--- src/rtl/output_serializer.sv ---
// Serial transmitter for the SAP-1 output port: captures the bus word on a load and sends it
// as a start/data(LSB first)/stop frame. Define OUTPUT_SERIALIZER_PARITY_EN to add an even-parity bit.
module output_serializer #(
  parameter int WIDTH        = 8,
  parameter int CLKS_PER_BIT = 16
) (
  input  logic             clk,
  input  logic             i_reset,
  input  logic             clk_en,
  input  logic             i_load_enable,
  input  logic [WIDTH-1:0] i_load_data,
  output logic             o_tx,
  output logic             o_busy,
  output logic             o_overrun
);

  localparam int CNT_W = (CLKS_PER_BIT > 1) ? $clog2(CLKS_PER_BIT) : 1;
  localparam int IDX_W = (WIDTH > 1) ? $clog2(WIDTH) : 1;
  localparam logic [CNT_W-1:0] CNT_LAST = CNT_W'(CLKS_PER_BIT - 1);
  localparam logic [IDX_W-1:0] IDX_LAST = IDX_W'(WIDTH - 1);

  typedef enum logic [2:0] {
    S_IDLE   = 3'd0,
    S_START  = 3'd1,
    S_DATA   = 3'd2,
    S_PARITY = 3'd3,
    S_STOP   = 3'd4
  } state_t;

  state_t           state_q;
  logic [CNT_W-1:0] cnt_q;
  logic [IDX_W-1:0] idx_q;
  logic [WIDTH-1:0] shift_q;
  logic             tx_q;
  logic             busy_q;
  logic             overrun_q;
  logic             load_s;
  logic             bit_end_s;

`ifdef OUTPUT_SERIALIZER_PARITY_EN
  logic             parity_q;

  function automatic logic even_parity(input logic [WIDTH-1:0] data);
    return ^data;
  endfunction
`endif

  assign load_s    = clk_en & i_load_enable;
  assign bit_end_s = (cnt_q == CNT_LAST);

  assign o_tx      = tx_q;
  assign o_busy    = busy_q;
  assign o_overrun = overrun_q;

  // Frame sequencer: one bit timer shared by every state, outputs driven straight from registers
  always_ff @(posedge clk) begin
    if (i_reset) begin
      state_q   <= S_IDLE;
      cnt_q     <= {CNT_W{1'b0}};
      idx_q     <= {IDX_W{1'b0}};
      shift_q   <= {WIDTH{1'b0}};
      tx_q      <= 1'b1;
      busy_q    <= 1'b0;
      overrun_q <= 1'b0;
`ifdef OUTPUT_SERIALIZER_PARITY_EN
      parity_q  <= 1'b0;
`endif
    end else begin
      // A load that finds the frame busy is dropped but remembered until reset
      if (load_s && busy_q) begin
        overrun_q <= 1'b1;
      end

      case (state_q)
        S_IDLE: begin
          cnt_q <= {CNT_W{1'b0}};
          idx_q <= {IDX_W{1'b0}};
          if (load_s) begin
            shift_q  <= i_load_data;
`ifdef OUTPUT_SERIALIZER_PARITY_EN
            parity_q <= even_parity(i_load_data);
`endif
            tx_q     <= 1'b0;
            busy_q   <= 1'b1;
            state_q  <= S_START;
          end else begin
            tx_q   <= 1'b1;
            busy_q <= 1'b0;
          end
        end

        S_START: begin
          if (bit_end_s) begin
            cnt_q   <= {CNT_W{1'b0}};
            idx_q   <= {IDX_W{1'b0}};
            tx_q    <= shift_q[0];
            shift_q <= shift_q >> 1;
            state_q <= S_DATA;
          end else begin
            cnt_q <= cnt_q + CNT_W'(1);
          end
        end

        S_DATA: begin
          if (bit_end_s) begin
            cnt_q <= {CNT_W{1'b0}};
            if (idx_q == IDX_LAST) begin
`ifdef OUTPUT_SERIALIZER_PARITY_EN
              tx_q    <= parity_q;
              state_q <= S_PARITY;
`else
              tx_q    <= 1'b1;
              state_q <= S_STOP;
`endif
            end else begin
              tx_q    <= shift_q[0];
              shift_q <= shift_q >> 1;
              idx_q   <= idx_q + IDX_W'(1);
            end
          end else begin
            cnt_q <= cnt_q + CNT_W'(1);
          end
        end

        S_PARITY: begin
          if (bit_end_s) begin
            cnt_q   <= {CNT_W{1'b0}};
            tx_q    <= 1'b1;
            state_q <= S_STOP;
          end else begin
            cnt_q <= cnt_q + CNT_W'(1);
          end
        end

        S_STOP: begin
          if (bit_end_s) begin
            cnt_q   <= {CNT_W{1'b0}};
            tx_q    <= 1'b1;
            busy_q  <= 1'b0;
            state_q <= S_IDLE;
          end else begin
            cnt_q <= cnt_q + CNT_W'(1);
          end
        end

        default: begin
          state_q <= S_IDLE;
          cnt_q   <= {CNT_W{1'b0}};
          idx_q   <= {IDX_W{1'b0}};
          tx_q    <= 1'b1;
          busy_q  <= 1'b0;
        end
      endcase
    end
  end

endmodule
--- config.mk ---
export PLATFORM = sky130hd
export DESIGN_NAME = output_serializer
export DESIGN_NICKNAME = d
export VERILOG_FILES = /design/src/rtl/output_serializer.sv
export SDC_FILE = /design/constraint.sdc
export NUM_CORES = 1
export LEC_CHECK = 0
export CAP_MARGIN = 20
export CORE_MARGIN = 3
export CORE_UTILIZATION = 40
export DETAILED_ROUTE_END_ITERATION = 10
export GPL_TIMING_DRIVEN = 0
export SETUP_SLACK_MARGIN = 0.1
export SLEW_MARGIN = 20
export SYNTH_ARGS = -nofsm -noshare
export SYNTH_HDL_FRONTEND = slang
export SYNTH_SLANG_ARGS = --single-unit
--- constraint.sdc ---
create_clock -name clk -period 2.8 [get_ports clk]
set_input_delay 0.42 -clock clk [delete_from_list [all_inputs] [get_ports clk]]
set_output_delay 0.42 -clock clk [all_outputs]
set_load 0.05 [all_outputs]
* After elaboration in Yosys (flattened, before gate mapping)
Index checks and enable logic that the tools add are counted.
** Cells by class
- Reduce and logical (&&, ||, !) cells :: 12
- Bitwise logic cells :: 4
- $add $sub $neg :: 2
- Equal/unequal tests :: 14
- Multiplexer cells :: 24
** Operators with widths (number)
- $mux W8 :: 4
- $mux W3 :: 8
- $pmux W8 S3 :: 1
- $pmux W3 S5 :: 1
- $ne A2 B2 Y1 const B :: 7
- $pmux W3 S3 :: 1
- $mux W1 :: 7
- $eq A3 B2 Y1 const B :: 2
- $eq A3 B3 Y1 const B :: 2
- $reduce_and A6 Y1 :: 1
- $reduce_or A3 Y1 :: 2
- $reduce_and A5 Y1 :: 1
- $add A4 B1 Y4 const B :: 1
- $eq A4 B4 Y1 const B :: 1
- $pmux W1 S4 :: 1
- $reduce_and A4 Y1 :: 1
- $reduce_or A4 Y1 :: 1
- $add A3 B1 Y3 const B :: 1
- $eq A3 B1 Y1 const B :: 1
- $logic_not A3 Y1 :: 1
- $not A1 Y1 :: 3
- $pmux W1 S3 :: 1
- $reduce_and A3 Y1 :: 1
- $reduce_bool A3 Y1 :: 1
- other kinds (5) :: 5
** Storage, ports and cells
- Bits of input ports :: 12
- Register bits after elaboration :: 21
- Word-level logic and storage cells :: 63

* Depth between registers and ports, before layout
Gate-level depths: netlist of the first run.
- Depth after elaboration :: 4
- Gate-level depth with buffers :: 7

* Worst setup path before layout of the first run
Ideal clock, no wire load.
- Kind :: register to register
- Start point :: register idx_q[0]
- End point :: register shift_q[7]
- Stages on the path, launching flop included :: 8
- Arrival :: 1.812 ns
- Data required time :: 2.677 ns
- Setup slack :: 0.865 ns
- Cell sequence :: dfxtp_1 -> ha_1 -> ha_1 -> or3b_4 -> a211oi_4 -> or2_1 -> buf_6 -> o32ai_1
** On the way
- Cells in the longest elaborated chain, start to end :: 3
** RTL lines
- start, declared :: RTL line 32 : logic [IDX_W-1:0] idx_q;
- start signal, assigned :: RTL line 60 : idx_q <= {IDX_W{1'b0}};
- start signal, assigned :: RTL line 77 : idx_q <= {IDX_W{1'b0}};
- start signal, assigned :: RTL line 95 : idx_q <= {IDX_W{1'b0}};
- $eq A3 B3 Y1 :: RTL line 107 : if (idx_q == IDX_LAST) begin
- $ne A2 B2 Y1 (no source line)
- $reduce_and A5 Y1 (no source line)
- end signal, assigned :: RTL line 79 : shift_q <= i_load_data;
- end signal, assigned :: RTL line 97 : shift_q <= shift_q >> 1;
- end signal, assigned :: RTL line 117 : shift_q <= shift_q >> 1;
- end, declared :: RTL line 33 : logic [WIDTH-1:0] shift_q;
Every way passes these cells.
A chain may end at the register's enable or synchronous reset.

* Worst setup path after layout of the first run
- Start point :: register idx_q[0]
- End point :: register shift_q[1]
The elaborated chain is that of the path after synthesis.

==> results of run 1 <==
[kinds of logic after synthesis]
logic type               count (synthesis)  synth area share (%)
flip-flops                              21                 38.89
AO/OA/AOI/OAI                           37                 23.73
adder cells (fa/ha/maj)                  4                 4.630
buffers and inverters                   11                 4.860
XOR/XNOR                                 3                 2.431
multiplexers                             8                 7.523
AND/OR/NAND/NOR                         33                 17.94
[critical path, stage by stage, from the launching register on]
cell	delay, ns
dfxtp_1	0.39
ha_1	0.24
ha_1	0.25
or3b_4	0.41
a211oi_4	0.42
or2_1	0.17
buf_6	0.13
a21oi_1	0.06
[registers in the layout, summed over array words and instances (netlist names)]
signal,flops
cnt_q,4
idx_q,3
o_busy,1
o_overrun,1
o_tx,1
shift_q,8
state_q,3
[per-layer routing]
metal | part of all wire, % | routed length (um)
met5 | 0 | 0
met4 | 1.1 | 23
met3 | 4.4 | 95
met2 | 47 | 1025
met1 | 47 | 1026
[where the power goes]
group / leakage (nW) / total (mW) / internal, mW / switching [mW]
clock network: 0.0150 / 0.145 / 0.0556 / 0.0896
registers: 0.171 / 0.318 / 0.311 / 0.00684
logic: 0.285 / 0.0895 / 0.0429 / 0.0466
[cell usage in the layout (no fill, tap or decap), drive strengths merged]
cell / instances
clkbuf: 6
mux2i: 7
xor2: 2
nand4bb: 1
nor3: 3
mux2: 1
a31oi: 5
or3b: 1
clkdlybuf4s50: 13
o21ai: 5
and3: 1
buf: 4
ha: 4
a21oi: 12
a21o: 1
nor4: 2
or2: 3
a211oi: 2
nand2b: 2
nor2: 10
o211ai: 2
nand3: 2
xnor2: 1
dfxtp: 21
clkinv: 1
o32ai: 2
nand2: 6
nor4b: 1
inv: 4
a41oi: 1
or3: 1
o31ai: 7
[through the flow]
stage	instance area (um^2)	setup slack (ns)	hold slack [ns]	cells
2_1_floorplan	1081	0.8654	0.4176	117
3_3_place_gp	1249	0.6612	0.4312	160
4_1_cts	1275	0.6266	0.4574	164
3_5_place_dp	1249	0.6403	0.4372	160
6_report	1275	0.5935	0.4482	164
5_1_grt	1275	0.4588	0.4847	164
[worst min path at each step]
stage	start	to	slack, ns	cells past startpoint
6_report	cnt_q[0]$_SDFF_PP0_	cnt_q[0]$_SDFF_PP0_	0.45	1
5_1_grt	cnt_q[0]$_SDFF_PP0_	cnt_q[0]$_SDFF_PP0_	0.48	1
4_1_cts	cnt_q[0]$_SDFF_PP0_	cnt_q[0]$_SDFF_PP0_	0.46	1
3_5_place_dp	cnt_q[0]$_SDFF_PP0_	cnt_q[0]$_SDFF_PP0_	0.44	1
3_3_place_gp	cnt_q[0]$_SDFF_PP0_	cnt_q[0]$_SDFF_PP0_	0.43	1
2_1_floorplan	cnt_q[0]$_SDFF_PP0_	cnt_q[0]$_SDFF_PP0_	0.42	1
[cell type report]
| type | count | area [um^2] | share of cell area, % |
|---|---|---|---|
| multi-input combinational | 85 | 608.1 | 47.69 |
| sequential | 21 | 420.4 | 32.97 |
| timing repair buffer | 13 | 130.1 | 10.21 |
| tap | 30 | 37.54 | 2.944 |
| buffer | 6 | 33.78 | 2.650 |
| clock buffer | 4 | 26.28 | 2.061 |
| inverter | 5 | 18.77 | 1.472 |
==> flow_summary_export.csv, run 1 <==
group,metric,value,unit
status,status,"finished clean",
synth,most_common_cell_in_the_synthesized_netlist,"dfxtp_1",
worst_setup_path,critical_path_origin,"idx_q[0]$_SDFFE_PP0P_",
synth,mappedNetlistNets,133,
final_layout,fillCellCount,255,
sta,final_period_minus_worst_setup_slack,2.207,ns
die,core-area,0.002522,mm^2
cts,cts-hold-fix-buffers,0,
worst_setup_path,worstPathMaxFanout,8,
synth,ys_seq_area_share,38.89,%
synth,synth_cell_type_count,37,
cts,cts_made_buffers,3,
route,drt_first_pass_iters,4,
cts,cts_htree_levels,1,
die,floorplan_row_count,18,
global_route,busiest_layer,"met2",
cts,cts.sink_count,21,
die,start_util,42.86,%
die,floorplan.io_pins,15,
placed_design,gp_congestion,0.7448,
global_route,grt_max_degree,12,
die,fp.dieArea,0.003362,mm^2
worst_setup_path,endpoint,"shift_q[1]$_SDFFE_PP0P_",
sta,timing.slew.headroom,64.82,%
worst_setup_path,worst-r2r-setup-slack,0.59,ns
synth,synth_area_leaders,"dfxtp_1, mux2i_1, a21oi_1",
placed_design,place.port_buffers,13,
synth,yosys_warnings,0,
global_route,use_met3,4.454,%
synth,synth_largest_type_area_fraction,38.89,%
power_and_ir_drop,p_per_area,433.5,mW/mm^2
global_route,number_of_antenna_violations_at_the_first_check_in_global_routing,0,
worst_setup_path,kind_of_critical_path,"register to register",
synth,synth.cell_area,0.001081,mm^2
global_route,grtUsageMet2,23.55,%
sta,fin_crit_sh,78.80,%
worst_setup_path,r2r_cells,7,
final_layout,antennaDiodeCount,0,
global_route,first_pass_grt_wire_length,3753,um
power_and_ir_drop,cellLeakagePower,0.4710,nW
cts,number_of_gates_resized_after_cts,0,
sta,hold_violations,0,
synth,synth.avg_cell_area,9.240,um^2
sta,fmax,453.2,MHz
route,wire_per_inst,13.24,um
power_and_ir_drop,max-vdd-ir-drop,365.0,uV
sta,worst_slew_pin_slew,0.5258,ns
run,drv_cap,0,
final_layout,number_of_nets_in_the_final_layout,151,
sta,setup_violations,0,
global_route,grt_pass1_vias,882,
route,first_iter_violations,16,
route,number_of_remaining_drc_errors,0,
synth,synth_top_cell_by_area,"dfxtp_1",
worst_setup_path,regToRegStartpoint,"idx_q[0]$_SDFFE_PP0P_",
die,die_width,57.99,um
global_route,grt_util_all_layers,14.31,%
worst_setup_path,critPathArrivalTime,2.40,ns
die,die-height,57.99,um
sta,final_max_slew_viol_count,0,
cts,clock_path_buffers,2,
worst_setup_path,endpoint_kind,"register",
route,viasPerCell,5.476,
power_and_ir_drop,power.total,0.5527,mW
synth,asr_flop_ratio_synth,0,%
synth,synth.cells.most_frequent,"dfxtp_1, a21oi_1, nor2_1, mux2i_1, o31ai_1",
worst_setup_path,crit_path_start_kind,"register",
sta,grt_setup_unrepaired,"no",
synth,postSynthCellCount,117,
global_route,grt_remaining_overflow,0,
cts,worstSkewPairLatency,0.31,ns
sta,finClkSkew,0.01038,ns
hold_path,worst_hold_path_type,"register to register",
synth,postSynth.topFlopCell,"dfxtp_1",
cts,clock_pin_transition_on_the_worst_setup_and_hold_timing_paths,0.12,ns
final_layout,fraction_of_final_layout_cells_sized_beyond_drive_strength_1,11.19,%
route,detail_route.wirelength,2171,um
global_route,grt_util_met1,17.49,%
sta,timing.setup.tns,0,ns
cts,cts_setup_buffers,0,
placed_design,dpl.hpwl,1608,um
route,detailroute.via_count,898,
route,drt_antenna_net_count,0,
final_layout,flow.area_growth_from_synthesis,17.94,%
final_layout,final_core_utilization,50.55,%
worst_setup_path,required,2.99,ns
worst_setup_path,crit-reg2reg-capture,"shift_q[1]$_SDFFE_PP0P_",
cts,cts_tree,"yes",
cts,cts.root.buffer_cell,"clkbuf_4",
synth,yosys_register_bits,21,
synth,synth_edf_count,0,
Note: power is estimated with default switching activity, not from simulation.
==> run 2, diff against run 1 <==
Clock period 2.8 ns to 2.2 ns, I/O delays scaled along.
==> run 2 against run 1 <==
- final cell count increased by 1.2%
- clock-buffer cell count unchanged
- combinational power is 27% higher
- clock skew grew 0.00053 ns
- largest power group unchanged
==> flow_summary_export.csv, run 2 (synthesized netlist as in run 1, its figures left out) <==
group,metric,value,unit
worst_setup_path,critical_path_origin,"idx_q[0]$_SDFFE_PP0P_",
worst_setup_path,required,2.39,ns
final_layout,registers.top_by_ff_count,"shift_q",
worst_setup_path,worstPathMaxFanout,8,
power_and_ir_drop,max-vdd-ir-drop,463.5,uV
die,die_width,57.99,um
cts,worstSkewPairLatency,0.31,ns
final_layout,antennaDiodeCount,0,
worst_setup_path,crit_path_cell_trace,"ha_1, ha_1, or3b_4, a211oi_4, or2_1, buf_6, a21oi_1",
final_layout,layout.cells.most_common,"dfxtp_1",
worst_setup_path,critical_path.n_buffers_inverters,1,
placed_design,gp_congestion,0.7448,
worst_setup_path,regToRegStartpoint,"idx_q[0]$_SDFFE_PP0P_",
die,core-area,0.002522,mm^2
status,status,"finished clean",
die,die-height,57.99,um
sta,hold_violations,0,
final_layout,fraction_of_final_layout_cells_sized_beyond_drive_strength_1,13.24,%
sta,fin_crit_sh,89.84,%
cts,cts_htree_levels,1,
sta,final_max_slew_viol_count,0,
final_layout,mostFrequentLayoutCells,"dfxtp_1, clkdlybuf4s50_1, a21oi_1",
die,start_util,42.86,%
global_route,grt_pass1_vias,884,
worst_setup_path,worst-r2r-setup-slack,0.22,ns
cts,cts.root.buffer_cell,"clkbuf_4",
worst_setup_path,crit_path_max_incr_delay,0.42,ns
final_layout,number_of_nets_in_the_final_layout,153,
route,viasPerCell,5.470,
cts,cts-hold-fix-buffers,0,
sta,final_period_minus_worst_setup_slack,1.976,ns
worst_setup_path,endpoint_kind,"register",
die,fp.dieArea,0.003362,mm^2
sta,setup_violations,0,
global_route,number_of_antenna_violations_at_the_first_check_in_global_routing,0,
placed_design,dpl.hpwl,1608,um
sta,final.hold.worst_slack,0.3829,ns
sta,timing.slew.headroom,64.79,%
cts,clock_path_buffers,2,
worst_setup_path,crit_path_start_kind,"register",
global_route,grt_remaining_overflow,0,
die,floorplan_row_count,18,
hold_path,min_path_cells,2,
sta,worst_slew_pin_slew,0.5262,ns
final_layout,biggestRegsByFlops,"shift_q: 8 flops, cnt_q: 4 flops",
worst_setup_path,r2r_cells,7,
route,drt_antenna_net_count,0,
route,drt_first_pass_iters,4,
global_route,grt_max_degree,12,
worst_setup_path,crit-reg2reg-capture,"shift_q[1]$_SDFFE_PP0P_",
global_route,grt_util_all_layers,14.49,%
worst_setup_path,critPathMostFrequentCell,"ha_1",
die,floorplan.io_pins,15,
worst_setup_path,kind_of_critical_path,"register to register",
sta,fmax,506.0,MHz
final_layout,flow.area_growth_from_synthesis,19.44,%
power_and_ir_drop,cellLeakagePower,0.4825,nW
route,detail_route.wirelength,2187,um
cts,cts_tree,"yes",
sta,grt_setup_unrepaired,"no",
route,wire_per_inst,13.17,um
cts,clock_pin_transition_on_the_worst_setup_and_hold_timing_paths,0.12,ns
worst_setup_path,critPathArrivalTime,2.17,ns
worst_setup_path,critical_path.top_delay_family,"simple AND/OR/NAND/NOR gates",
sta,finClkSkew,0.01091,ns
cts,cts.sink_count,21,
worst_setup_path,crit_path_top_delay_cell,"or3b_4",
hold_path,worst_hold_path_type,"input pin to register",
hold_path,hold_path_startpoint,"i_reset",
final_layout,fillCellCount,254,
global_route,first_pass_grt_wire_length,3767,um
placed_design,place.port_buffers,13,
sta,timing.setup.tns,0,ns
hold_path,whs_endpoint,"o_overrun$_SDFFE_PP0P_",
power_and_ir_drop,p_per_area,544.8,mW/mm^2
cts,cts_made_buffers,3,
route,first_iter_violations,12,
route,detailroute.via_count,908,
run,drv_cap,0,
final_layout,largest_register_ffs,8,
route,number_of_remaining_drc_errors,0,
-- run 2: how the worst max path moves through the flow --
stage | depth (start not counted) | end | slack [ns]
final | 7 | shift_q[1]$_SDFFE_PP0P_ | 0.22
after global routing | 7 | shift_q[7]$_SDFFE_PP0P_ | 0.11
after CTS | 7 | shift_q[1]$_SDFFE_PP0P_ | 0.19
after detailed placement | 7 | shift_q[7]$_SDFFE_PP0P_ | 0.04
after global placement | 7 | shift_q[7]$_SDFFE_PP0P_ | 0.06
after floorplan | 7 | shift_q[7]$_SDFFE_PP0P_ | 0.27
-- run 2: cell type report --
type | instances | area, um^2 | share of cell area [%]
Multi-Input combinational cell | 85 | 608.1 | 47.09
Sequential cell | 21 | 421.7 | 32.65
Timing Repair Buffer | 15 | 145.1 | 11.24
Tap cell | 30 | 37.54 | 2.907
Buffer | 6 | 33.78 | 2.616
Clock buffer | 4 | 26.28 | 2.035
Inverter | 5 | 18.77 | 1.453
-- run 2: worst reg2reg max path, stage by stage, from the launching register on --
cell,delay (ns)
dfxtp_2,0.37
ha_1,0.22
ha_1,0.25
or3b_4,0.42
a211oi_4,0.26
or2_1,0.15
buf_6,0.13
a21oi_1,0.06
-- run 2: metal layers --
layer | vias to the layer above | GRT usage, % | wire length (um)
met5 | - | 0 | 0
met4 | 0 | 4.967 | 25
met3 | 2 | 4.677 | 84
met2 | 10 | 24.19 | 1044
met1 | 427 | 17.49 | 1032
li1 | 469 | - | -
-- run 2: power by group --
part           internal [mW]  switching [mW]  total [mW]
clock                 0.0708           0.114       0.185
sequential             0.396         0.00874       0.405
combinational         0.0546          0.0591       0.114
total                  0.521           0.182       0.704
-- run 2: through the flow --
stage          worst slack, ns  total power [mW]  cells  area (um^2)  util (%)
6_report                0.2236            0.7035    166         1291     51.19
5_1_grt                 0.1076            0.7368    166         1291     51.19
4_1_cts                 0.1867            0.7150    166         1290     51.14
3_5_place_dp           0.04029            0.5279    160         1249     49.50
3_3_place_gp           0.06119            0.5253    160         1249     49.50
2_1_floorplan           0.2654            0.4876    117         1081         -
-- run 2: repair_timing --
item | in CTS | in global routing
buffers inserted | 2 | 0
resized for setup | 0 | 1
setup endpoints to repair | 8 | 8
pin swaps | 1 | 1
